--- config.mk ---
export PLATFORM = sky130hd
export DESIGN_NAME = actuator_scheduler
export DESIGN_NICKNAME = d
export VERILOG_FILES = /design/src/rtl/home_auto_pkg.sv /design/src/rtl/request_arbiter.sv /design/src/rtl/actuator_scheduler.sv
export SDC_FILE = /design/constraint.sdc
export NUM_CORES = 1
export LEC_CHECK = 0
export BUFFER_PORTS_ARGS = -buffer_cell sky130_fd_sc_hd__buf_2
export CAP_MARGIN = 20
export CORE_MARGIN = 2
export CORE_UTILIZATION = 49
export DETAILED_ROUTE_END_ITERATION = 7
export PLACE_DENSITY_LB_ADDON = 0.12
export SETUP_SLACK_MARGIN = 0.05
export SYNTH_ARGS = -nofsm -noshare
export SYNTH_HDL_FRONTEND = slang
export SYNTH_SLANG_ARGS = --single-unit
export TNS_END_PERCENT = 50
--- constraint.sdc ---
create_clock -name clk -period 1.9 [get_ports clk]
set_input_delay 0.19 -clock clk [delete_from_list [all_inputs] [get_ports clk]]
set_output_delay 0.19 -clock clk [all_outputs]
set_load 0.1 [all_outputs]
--- src/rtl/home_auto_pkg.sv ---
// home_auto_pkg: shared types and constants for the actuator scheduler.
// Action codes double as the display encoding; request indices fix the
// bit order of both the request vector and the one-hot actuator vector.
// The rotation helpers are only referenced when ROUND_ROBIN_EN is defined.
package home_auto_pkg;

    typedef logic [2:0] action_t;

    localparam action_t ACT_IDLE          = 3'b000;
    localparam action_t ACT_FRONT_DOOR    = 3'b001;
    localparam action_t ACT_REAR_DOOR     = 3'b010;
    localparam action_t ACT_ALARM_BUZZER  = 3'b011;
    localparam action_t ACT_WINDOW_BUZZER = 3'b100;
    localparam action_t ACT_HEATER        = 3'b101;
    localparam action_t ACT_COOLER        = 3'b110;

    typedef enum logic [1:0] {
        IDLE  = 2'b00,
        SERVE = 2'b01,
        GAP   = 2'b10
    } state_t;

    // Request vector / one-hot actuator vector bit positions
    localparam int REQ_ALARM = 0;
    localparam int REQ_FD    = 1;
    localparam int REQ_RD    = 2;
    localparam int REQ_WIN   = 3;
    localparam int REQ_HEAT  = 4;
    localparam int REQ_COOL  = 5;
    localparam int REQ_W     = 6;

    // Number of rotating (non-alarm) entries: fd, rd, win, heat, cool
    localparam int RR_N = 5;

    // Action code to one-hot actuator vector in request-index order
    function automatic logic [REQ_W-1:0] action_to_onehot(input action_t code);
        logic [REQ_W-1:0] oh;
        oh = 6'b000000;
        case (code)
            ACT_FRONT_DOOR:    oh[REQ_FD]    = 1'b1;
            ACT_REAR_DOOR:     oh[REQ_RD]    = 1'b1;
            ACT_ALARM_BUZZER:  oh[REQ_ALARM] = 1'b1;
            ACT_WINDOW_BUZZER: oh[REQ_WIN]   = 1'b1;
            ACT_HEATER:        oh[REQ_HEAT]  = 1'b1;
            ACT_COOLER:        oh[REQ_COOL]  = 1'b1;
            default:           oh            = 6'b000000;
        endcase
        return oh;
    endfunction

    // Rotation slot (0 = fd .. 4 = cool) to action code
    function automatic action_t rr_entry_code(input logic [2:0] slot);
        action_t code;
        case (slot)
            3'd0:    code = ACT_FRONT_DOOR;
            3'd1:    code = ACT_REAR_DOOR;
            3'd2:    code = ACT_WINDOW_BUZZER;
            3'd3:    code = ACT_HEATER;
            3'd4:    code = ACT_COOLER;
            default: code = ACT_IDLE;
        endcase
        return code;
    endfunction

    // Slot following a completed grant; this becomes the new rotation start
    function automatic logic [2:0] rr_next_ptr(input action_t code);
        logic [2:0] ptr;
        case (code)
            ACT_FRONT_DOOR:    ptr = 3'd1;
            ACT_REAR_DOOR:     ptr = 3'd2;
            ACT_WINDOW_BUZZER: ptr = 3'd3;
            ACT_HEATER:        ptr = 3'd4;
            ACT_COOLER:        ptr = 3'd0;
            default:           ptr = 3'd0;
        endcase
        return ptr;
    endfunction

endpackage

--- src/rtl/request_arbiter.sv ---
// request_arbiter: combinational winner selection over the 6-bit request
// vector. Alarm always wins. The remaining five requests use fixed priority
// fd > rd > win > heat > cool, or rotating priority starting at ptr_i when
// ROUND_ROBIN_EN is defined.
module request_arbiter
    import home_auto_pkg::*;
(
    input  logic [5:0] req_i,
`ifdef ROUND_ROBIN_EN
    input  logic [2:0] ptr_i,
`endif
    output logic [2:0] win_code_o
);

    action_t win_code_s;

`ifdef ROUND_ROBIN_EN
    logic [4:0] rr_req_s;
    logic [3:0] slot_s;
    logic [3:0] sum_s;
    logic       found_s;

    assign rr_req_s = req_i[REQ_COOL:REQ_FD];

    // Alarm first, then scan the five rotating slots starting at the pointer
    always_comb begin
        win_code_s = ACT_IDLE;
        found_s    = 1'b0;
        slot_s     = 4'd0;
        sum_s      = 4'd0;
        if (req_i[REQ_ALARM]) begin
            win_code_s = ACT_ALARM_BUZZER;
        end else begin
            for (int k = 0; k < RR_N; k++) begin
                sum_s  = {1'b0, ptr_i} + 4'(k);
                slot_s = (sum_s >= 4'd5) ? (sum_s - 4'd5) : sum_s;
                if (!found_s && rr_req_s[slot_s[2:0]]) begin
                    found_s    = 1'b1;
                    win_code_s = rr_entry_code(slot_s[2:0]);
                end else begin
                    found_s    = found_s;
                end
            end
        end
    end
`else
    // Strict fixed priority: alarm > fd > rd > win > heat > cool
    always_comb begin
        win_code_s = ACT_IDLE;
        if (req_i[REQ_ALARM]) begin
            win_code_s = ACT_ALARM_BUZZER;
        end else if (req_i[REQ_FD]) begin
            win_code_s = ACT_FRONT_DOOR;
        end else if (req_i[REQ_RD]) begin
            win_code_s = ACT_REAR_DOOR;
        end else if (req_i[REQ_WIN]) begin
            win_code_s = ACT_WINDOW_BUZZER;
        end else if (req_i[REQ_HEAT]) begin
            win_code_s = ACT_HEATER;
        end else if (req_i[REQ_COOL]) begin
            win_code_s = ACT_COOLER;
        end else begin
            win_code_s = ACT_IDLE;
        end
    end
`endif

    assign win_code_o = win_code_s;

endmodule

--- src/rtl/actuator_scheduler.sv ---
// actuator_scheduler: grants one of six actuators at a time for DWELL
// cycles, followed by exactly one all-off gap cycle. A non-alarm grant is
// cut short by the fire alarm; an alarm grant always runs its full dwell.
// All actuator, display and busy outputs are registered.
// Optional macro: ROUND_ROBIN_EN (rotating priority for non-alarm requests).
module actuator_scheduler
    import home_auto_pkg::*;
#(
    parameter int DWELL       = 8,
    parameter int HEAT_THRESH = 9,
    parameter int COOL_THRESH = 30,
    parameter int CNT_W       = $clog2(DWELL + 1)
) (
    input  logic       clk,
    input  logic       reset,
    input  logic       SFD,
    input  logic       SRD,
    input  logic       SFA,
    input  logic       SW,
    input  logic       ST,
    input  logic [5:0] temperature,
    output logic       front_door,
    output logic       rear_door,
    output logic       alarm_buzzer,
    output logic       window_buzzer,
    output logic       heater,
    output logic       cooler,
    output logic [2:0] display,
    output logic       busy
);

    localparam logic [5:0]       HEAT_T     = 6'(HEAT_THRESH);
    localparam logic [5:0]       COOL_T     = 6'(COOL_THRESH);
    localparam logic [CNT_W-1:0] DWELL_LOAD = CNT_W'(DWELL - 1);
    localparam logic [CNT_W-1:0] CNT_ZERO   = CNT_W'(0);
    localparam logic [CNT_W-1:0] CNT_ONE    = CNT_W'(1);

    logic [REQ_W-1:0] req_s;
    logic             heat_s;
    logic             cool_raw_s;
    logic             any_req_s;
    logic             preempt_s;
    action_t          win_code_s;

    state_t           state_q, state_d;
    logic [CNT_W-1:0] cnt_q, cnt_d;
    action_t          code_q, code_d;
    logic [REQ_W-1:0] act_q;
    logic             busy_q;

`ifdef ROUND_ROBIN_EN
    logic [2:0]       ptr_q, ptr_d;
`endif

    assign heat_s     = ST & (temperature < HEAT_T);
    assign cool_raw_s = ST & (temperature >= COOL_T);

    // Build the request vector; heat masks cool when both thresholds hit
    always_comb begin
        req_s            = 6'b000000;
        req_s[REQ_ALARM] = SFA;
        req_s[REQ_FD]    = SFD;
        req_s[REQ_RD]    = SRD;
        req_s[REQ_WIN]   = SW;
        req_s[REQ_HEAT]  = heat_s;
        req_s[REQ_COOL]  = cool_raw_s & ~heat_s;
    end

    assign any_req_s = |req_s;
    assign preempt_s = req_s[REQ_ALARM] & (code_q != ACT_ALARM_BUZZER);

    request_arbiter u_arbiter (
        .req_i      (req_s),
`ifdef ROUND_ROBIN_EN
        .ptr_i      (ptr_q),
`endif
        .win_code_o (win_code_s)
    );

    // Next-state logic: arbitration in IDLE/GAP, dwell countdown in SERVE
    always_comb begin
        state_d = state_q;
        cnt_d   = cnt_q;
        code_d  = code_q;
`ifdef ROUND_ROBIN_EN
        ptr_d   = ptr_q;
`endif
        case (state_q)
            IDLE, GAP: begin
                if (any_req_s) begin
                    state_d = SERVE;
                    code_d  = win_code_s;
                    cnt_d   = DWELL_LOAD;
                end else begin
                    state_d = IDLE;
                    code_d  = ACT_IDLE;
                    cnt_d   = CNT_ZERO;
                end
            end
            SERVE: begin
                if (cnt_q == CNT_ZERO) begin
                    // Full dwell served; only completed grants move the pointer
                    state_d = GAP;
                    code_d  = ACT_IDLE;
                    cnt_d   = CNT_ZERO;
`ifdef ROUND_ROBIN_EN
                    if (code_q != ACT_ALARM_BUZZER) begin
                        ptr_d = rr_next_ptr(code_q);
                    end else begin
                        ptr_d = ptr_q;
                    end
`endif
                end else if (preempt_s) begin
                    state_d = GAP;
                    code_d  = ACT_IDLE;
                    cnt_d   = CNT_ZERO;
                end else begin
                    cnt_d   = cnt_q - CNT_ONE;
                end
            end
            default: begin
                state_d = IDLE;
                code_d  = ACT_IDLE;
                cnt_d   = CNT_ZERO;
            end
        endcase
    end

    // State, counter and registered outputs; async active-low reset
    always_ff @(posedge clk or negedge reset) begin
        if (!reset) begin
            state_q <= IDLE;
            cnt_q   <= CNT_ZERO;
            code_q  <= ACT_IDLE;
            act_q   <= 6'b000000;
            busy_q  <= 1'b0;
        end else begin
            state_q <= state_d;
            cnt_q   <= cnt_d;
            code_q  <= code_d;
            act_q   <= action_to_onehot(code_d);
            busy_q  <= (state_d != IDLE);
        end
    end

`ifdef ROUND_ROBIN_EN
    // Rotation pointer, starting at the front-door slot after reset
    always_ff @(posedge clk or negedge reset) begin
        if (!reset) begin
            ptr_q <= 3'd0;
        end else begin
            ptr_q <= ptr_d;
        end
    end
`endif

    assign front_door    = act_q[REQ_FD];
    assign rear_door     = act_q[REQ_RD];
    assign alarm_buzzer  = act_q[REQ_ALARM];
    assign window_buzzer = act_q[REQ_WIN];
    assign heater        = act_q[REQ_HEAT];
    assign cooler        = act_q[REQ_COOL];
    assign display       = code_q;
    assign busy          = busy_q;

endmodule

==> run metrics <==
drt first pass iters 4; # IOs 23; slew at the pin closest to its max-slew limit 0.491 ns; port bufs 22; sw frac 51.4%; routed via count 620; layout cell share with drive strength beyond 1 49.5%; CTS Sinks 16; Max-Slew Margin vs Limit 67.5%; NumNets Final 113; CTS Buf Count 3; # DRC 0; switching pwr 910 uW; HPWL Detailed 1240 um; total grt overflow 0; fmax 0.565 GHz; kind of critical path reg -> reg; VDD IR max 1.03 mV; Static Leakage 0.499 nW; period utilization 93.2%; Synth Warn # 0; Max-cap violations 0; Cell Chain, Critical Path inv_2 -> ha_4 -> nor3b_4 -> a211o_1 -> o22ai_1 -> a31o_2 -> and3b_1; Skew-Pair Late Insertion Delay 0.29 ns; Comb pwr share 57.0%; pin count of the biggest net entering global routing 17; min Tclk post-route 1.77 ns; antenna cell count 0; CP max stage delay 0.39 ns; Req. time, crit path 2.08 ns; clock share of power 12.6%; Vias/cell 5.49; Fin. Hold Viols 0; CP arrival 1.95 ns; most frequent cells in the layout buf_2, dfrtp_1, inv_1; final WL 1650 um; core footprint 1510 sq um; CTS tree yes; Die Area 1950 sq um; Slew Limit Fails 0; vias in the first global route 597; Net Count, Synth 83; CTS Buffer Depth 2; Starting Density 52.6%; register area share after synthesis 50.6%; Netlist Area Pre-Place 792 sq um; CP endpoint kind flop; FF+latch count, synth 16; row count 14; Die W 44.2 um; outcome complete, no violations; Seq pwr share 30.5%; area of the multi-input gates 382 sq um; die height 44.2 um; Root Buffer clkbuf_4; Power per Cell Area 1760 nW/um^2; Tot GR Track Use 19.1%; flop2flop setup slack 0.13 ns; H-tree Lvls 1; worst-path fanout max 7; register area 404 sq um; gate count of the mapped netlist 68; Routed wire per std cell 14.6 um; Finished Layout Cells 113; internal power 859 uW; syn avg cell area 11.6 sq um; Critical Path Source Type flop; distinct cell type count after synthesis 34; CP max-delay cell dfrtp_1; Post-synth EDFFs 0; commonest non-fill, non-tap cell in the layout buf_2; Placed Cells 107; routability cong. 0.772; async set or reset register ratio after synthesis 100%; # fillers 121; Top FF cell, synth dfrtp_1; DR iter-0 viols 10; synthesis-to-finish area growth 27.2%; post-route ant nets 0; final setup TNS 0 ns; clock skew 0.00613 ns; Final setup viols 0; initial antenna violation count 0; Hold/Removal Path Class in -> reg; Worst-path clk slew 0.09 ns; first-pass GRT wire length 2660 um; RSZ-0062 raised after global routing no
[power groups by stage]
stage / sequential (mW) / clock, mW / combinational [mW]
CTS: 0.530 / 0.228 / 0.960
detailed placement: 0.535 / 0 / 0.954
global placement: 0.534 / 0 / 0.944
finish: 0.539 / 0.223 / 1.01
floorplan: 0.962 / 0 / 0.328
global route: 0.555 / 0.244 / 1.07
[sequential cells by signal, indices dropped and copies added, names as in the netlist]
register  count
act_q         6
busy          1
cnt_q         4
display       3
state_q       2
[synthesized netlist by cell type, types with 2 or more instances]
cell type  instances  share of area [%]
o21ai_0            3                1.9
ha_1               2                3.2
nor3b_1            2                1.9
xnor2_1            2                2.2
nor3_1             3                1.9
dfrtp_1           16                 51
nand2_1            2               0.95
nor2_1             4                1.9
a21oi_1            3                1.9
and3b_1            2                2.2
inv_1              6                2.8
[cell type report]
| cell class | count | share of cell area (%) |
|---|---|---|
| flip-flops and latches | 16 | 40.1 |
| multi-input cells | 45 | 37.9 |
| repair buffers | 26 | 14.2 |
| clock buffers | 4 | 3.60 |
| inverters | 6 | 2.24 |
| well taps | 16 | 1.99 |
[cell families after synthesis]
kind of cell	after synthesis	synth area share [%]
xor gates and xnor gates	2	2.21
DFF	16	50.6
AOI/OAI and AO/OA	16	16.3
adders and majority gates	2	3.16
buffers and inverters	7	4.27
and+or+nand+nor	25	23.5
[what timing repair did]
action / CTS / global route
hold endpoints to repair: 16 / 0
setup buffers: 0 / 1
endpoints found under the setup margin: 0 / 6
hold buffers: 1 / 0
gates resized for setup: 0 / 5
[worst max-delay path, delay by kind of cell (launching register included)]
| family | cells | cell delay (ns) |
|---|---|---|
| AOI/OAI and AO/OA | 3 | 0.71 |
| adders and majority gates | 1 | 0.15 |
| buffers and inverters | 1 | 0.07 |
| DFF | 1 | 0.39 |
| and+or+nand+nor | 2 | 0.35 |
[layer usage]
metal	routed length, um	vias up	global-route usage, %
li1	-	306	-
met1	726	288	26.1
met2	786	22	29.7
met3	104	4	2.86
met4	29	0	9.09
met5	0	-	0
[per-stage QoR]
step | hold slack, ns | cell area (sq um) | util (%) | total power, mW | setup slack [ns]
after global placement | 0.116 | 930 | 61.7 | 1.48 | 0.131
after detailed placement | 0.117 | 930 | 61.7 | 1.49 | 0.0768
after global routing | 0.282 | 1010 | 66.9 | 1.87 | 0.0411
after CTS | 0.245 | 976 | 64.8 | 1.72 | 0.0548
after floorplan | -0.106 | 796 | - | 1.29 | 0.0638
final | 0.272 | 1010 | 66.9 | 1.77 | 0.129
[worst paths after layout]
kind                          start          to  cells past startpoint
max reg2reg                cnt_q[0]    act_q[4]                      7
min                              ST  display[1]                      2
max in group asynchronous     reset  display[1]                      2
min in group asynchronous     reset  state_q[0]                      2
min reg2reg                cnt_q[0]    cnt_q[0]                      1
max                        cnt_q[0]    act_q[4]                      7
(Power assumes the default switching activity.)
